===== config.mk =====
export PLATFORM = sky130hd
export DESIGN_NAME = bcd_cascade_counter
export DESIGN_NICKNAME = d
export VERILOG_FILES = /design/src/rtl/bcd_cascade_counter.sv
export SDC_FILE = /design/constraint.sdc
export NUM_CORES = 1
export LEC_CHECK = 0
export CAP_MARGIN = 30
export CORE_MARGIN = 3
export CORE_UTILIZATION = 40
export DETAILED_ROUTE_END_ITERATION = 6
export PLACE_DENSITY = 0.81
export REMOVE_ABC_BUFFERS = 1
export SETUP_SLACK_MARGIN = 0.1
export SYNTH_ARGS = -nofsm -noshare
export SYNTH_HDL_FRONTEND = slang
export SYNTH_SLANG_ARGS = --single-unit

===== constraint.sdc =====
create_clock -name Clk -period 2.41 [get_ports Clk]
set_input_delay 0.482 -clock Clk [delete_from_list [all_inputs] [get_ports Clk]]
set_output_delay 0.482 -clock Clk [all_outputs]
set_load 0.05 [all_outputs]

===== src/rtl/bcd_cascade_counter.sv =====
// Cascaded multi-digit BCD counter with per-digit terminal values, up/down stepping,
// clamped parallel load and a full-chain carry/borrow for cascading instances.
module bcd_cascade_counter #(
    parameter int unsigned         DIGITS = 4,
    parameter logic [4*DIGITS-1:0] LIMITS = 16'h5959
) (
    input  logic                Clk,
    input  logic                Reset,
    input  logic                Enable,
    input  logic                Down,
    input  logic                Load,
    input  logic [4*DIGITS-1:0] Load_value,
    output logic [4*DIGITS-1:0] Count_out,
    output logic                Carry_out
);

    logic [4*DIGITS-1:0] count_q, count_d;
    logic [DIGITS-1:0]   at_max, at_zero;
    logic [DIGITS-1:0]   up_en, dn_en;

    // Per-digit terminal/zero detection.
    always_comb begin
        at_max  = '0;
        at_zero = '0;
        for (int i = 0; i < DIGITS; i++) begin
            at_max[i]  = (count_q[4*i +: 4] == LIMITS[4*i +: 4]);
            at_zero[i] = (count_q[4*i +: 4] == 4'd0);
        end
    end

    // Digit i may step only when every lower digit is about to wrap in the
    // current direction; a running AND avoids a self-referencing vector.
    always_comb begin
        logic run_up;
        logic run_dn;
        up_en  = '0;
        dn_en  = '0;
        run_up = 1'b1;
        run_dn = 1'b1;
        for (int i = 0; i < DIGITS; i++) begin
            up_en[i] = run_up;
            dn_en[i] = run_dn;
            run_up   = run_up & at_max[i];
            run_dn   = run_dn & at_zero[i];
        end
    end

    always_comb begin
        logic [3:0] digit;
        logic [3:0] lim;
        count_d = count_q;
        digit   = '0;
        lim     = '0;
        for (int i = 0; i < DIGITS; i++) begin
            lim = LIMITS[4*i +: 4];
            if (Load) begin
                // Limits never exceed 9, so this also clamps non-BCD nibbles.
                digit = Load_value[4*i +: 4];
                count_d[4*i +: 4] = (digit > lim) ? lim : digit;
            end else if (Enable) begin
                digit = count_q[4*i +: 4];
                if (Down) begin
                    if (dn_en[i]) begin
                        count_d[4*i +: 4] = at_zero[i] ? lim : digit - 4'd1;
                    end
                end else begin
                    if (up_en[i]) begin
                        count_d[4*i +: 4] = at_max[i] ? 4'd0 : digit + 4'd1;
                    end
                end
            end
        end
    end

    always_ff @(posedge Clk) begin
        if (Reset) begin
            count_q <= '0;
        end else begin
            count_q <= count_d;
        end
    end

    assign Count_out = count_q;
    assign Carry_out = Enable & ~Load & ~Reset & (Down ? (&at_zero) : (&at_max));

endmodule


==> results.md <==
* PnR worst setup slack at -0.4888 ns
* DR pass1 iterations at 4
* Multi-input logic area at roughly 0.0011 mm^2
* Ant diodes at 0
* Core Region at roughly 0.0035 mm^2
* Worst-path fanout max at 2
* Hold path depth at 2
* Flop-to-flop setup slack at 0.15 ns
* CP Capture Type: output port
* Ys async rst share at 0%
* Gate Count Post-Synth at 202
* Layout overhead on the synthesized area at 40.90%
* Combinational Power Share at 45.1%
* Failing checks: negative setup slack
* Die Y at 67.22 um
* Vias in the first global route at roughly 1400
* Delay of the slowest critical-path stage at between 0.5 and 0.6 ns
* Period utilization at 120.3%
* Vias/cell at 5.776
* Layout cell share with drive strength beyond 1 at 15.73%
* Fillers at between 300 and 400
* MaxCap Viol Count at 0
* Worst slew pin tran at 0.5603 ns
* Arrival time at the worst endpoint at around 2.4 ns
* FP Rows at 21
* Remaining antenna violation count at 0
* Hold path startpoint: Count_out[13]
* Synth top area cells: dfxtp_1 (21%), a21oi_1 (4.3%), a211oi_1 (4.0%), clkbuf_1 (4.0%), nor2_1 (3.8%)
* Number of synthesized register bits at 16
* Busiest layer in global routing: met2
* WP data required at slightly below 2 ns
* Total global-route track usage at a little under a fifth
* Pins over their slew limit at 0
* Part of the Yosys area used for sequential elements at a little over a fifth
* Peak supply drop at 0.2703 mV
* Clk root buf: clkbuf_8
* CTS tree: done
* Clock transition at path regs at 0.06 ns
* Die width at ~67 um
* Fin crit period at between 2 and 3 ns
* Largest register FFs at 16
* Hold Buf Count CTS at 0
* FF-to-FF End: Count_out[14]
* Reg2reg path depth at 7
* Leak at 0.0007938 uW
* Internal power at just under 600 uW
* Post-Route WL at 4087 um
* Sequential power share at roughly a third
* Met2 usage at 29.57%
* Register area at ~320 um^2
* Skew final at between 0.002 and 0.0025 ns
* CP max-delay cell: or4_4
* Antenna violations before repair at 0
* Netlist cell types at 53
* # setup viols final at 1
* Routability cong. at about 0.86
* Reg2Reg Launch Point: Count_out[0]
* Net Switching at 346.1 uW
* Worst Hold End: Count_out[13]
* Min-delay worst type: reg2reg
* Sw Ratio at 37.07%
* Grt total ovfl at 0
* Cell taking the most area after synthesis: dfxtp_1
* Met3 Resource Use GR at between 3 and 4%
* Critical-path cell list: or4_4 > or4_4 > or4_4 > a21oi_4 > buf_12
* Setup TNS at -0.4888 ns
* Synth Area per Inst at 7.420 um^2
* Clock sinks at 16
* CTS Buf Count at 3
* Largest net degree at the start of global routing at 25
* F_max at about 0.34 GHz
* H-Tree Depth at 1
* Cell mode on critical path: or4_4
* P per Cell Area at approximately 440 mW/mm^2
* Outcome: finished, violations left
* Total number of vias at around 1700
* Post-synth EDFFs at 0
* Hold_ws at 0.6098 ns
* Wire per inst at between 10 and 15 um
* Starting DRT DRC Count at between 100 and 150
* Synth Warn # at 0
* Crit Path Category: reg2out
* RSZ-0062 raised after global routing: yes
* Die area at 0.004518 mm^2
* Crit start category: flip-flop
* Initial cell density of the core at between 40% and 50%
* M1 GR Usage at about a quarter
* Port Buf Inserts at 37
* Clock latency on the worst-skew pair at 0.25 ns
* Top-level port count at 38
* Hpwl dp at between 2000 and 3000 um
* DR DRC count at 0
* Final Hold Vio Count at 0
* Synthesized area at 0.001499 mm^2
* Commonest cells post-synth: clkbuf_1 (16), dfxtp_1 (16), nor2_1 (15)
* Clock Path Buffers at 2
* Clock power frac at between 20 and 25%
* First-pass GRT wire length at 6492 um
* Nets at 271
* Max-slew headroom at between 60% and 70%
* Ys flop type: dfxtp_1
* Post-synth top area share at a little over a fifth
* Total power after layout at between 900 and 1000 uW
-- layout make-up --
| type | instances | area share [%] |
|---|---|---|
| Tap cell | 46 | 2.725 |
| Sequential cell | 16 | 15.23 |
| Timing Repair Buffer | 62 | 27.01 |
| Multi-Input combinational cell | 156 | 51.13 |
| Inverter | 11 | 1.955 |
| Clock buffer | 3 | 1.955 |
-- power groups by stage --
stage | registers (uW) | clock network [uW] | logic (uW)
after floorplan | 401 | 0 | 149
after global placement | 309 | 0 | 405
after detailed placement | 310 | 0 | 408
after CTS | 305 | 207 | 415
after global routing | 309 | 221 | 454
final | 306 | 206 | 421
-- worst max-delay path by stage --
| stage | startpoint | endpoint | slack (ns) |
|---|---|---|---|
| global placement | Down | Carry_out | -0.90 |
| global route | Count_out[0] | Carry_out | -0.52 |
| finish | Count_out[0] | Carry_out | -0.49 |
| floorplan | Count_out[8] | Carry_out | -0.97 |
| CTS | Count_out[7] | Carry_out | -0.56 |
| detailed placement | Down | Carry_out | -0.90 |
-- routing by layer --
metal / up-vias / wire (um)
li1: 857 / -
met1: 772 / 1803
met3: 7 / 304
met4: 0 / 74
met5: - / 0
met2: 62 / 1905
-- critical path: cells and delay by family (launching register included) --
kind | cells | cell delay (ns)
AOI/OAI and AO/OA | 1 | 0.19
buffers and inverters | 1 | 0.15
and+or+nand+nor | 3 | 1.51
DFF | 1 | 0.32
-- metrics by stage --
step	std cells	util [%]	area (um^2)	setup slack (ns)
6_report	294	60.89	2112	-0.4888
5_1_grt	294	60.89	2112	-0.5219
4_1_cts	293	60.46	2097	-0.5553
3_5_place_dp	289	58.51	2029	-0.8956
3_3_place_gp	289	58.51	2029	-0.9042
2_1_floorplan	183	-	1419	-0.9660
-- repair_timing --
| action | CTS | global route |
|---|---|---|
| pin swaps | 5 | 3 |
| gates resized for setup | 6 | 2 |
| buffers inserted | 1 | 1 |
| endpoints found under the hold margin | 0 | 0 |
| endpoints found under the setup margin | 5 | 3 |
-- cell usage in the layout, fill, tap and decap left out, types with 5 or more instances in the layout --
cell              n
nor3_1            6
buf_4            24
dfxtp_1          15
nor2b_1           9
o221ai_1          5
nand2_1           9
clkdlybuf4s50_1  35
o21ai_0          10
a21oi_1          12
inv_1            11
a211oi_1          8
nand2b_1          8
nor2_1           15
-- logic make-up after synthesis --
family          after synthesis  synth area share, %
xor+xnor                      6                3.506
simple gates                 82                33.06
compound gates               63                30.55
buf+inv                      30                8.096
flops                        16                21.37
mux                           5                3.422
Note: power is estimated with default switching activity, not from simulation.
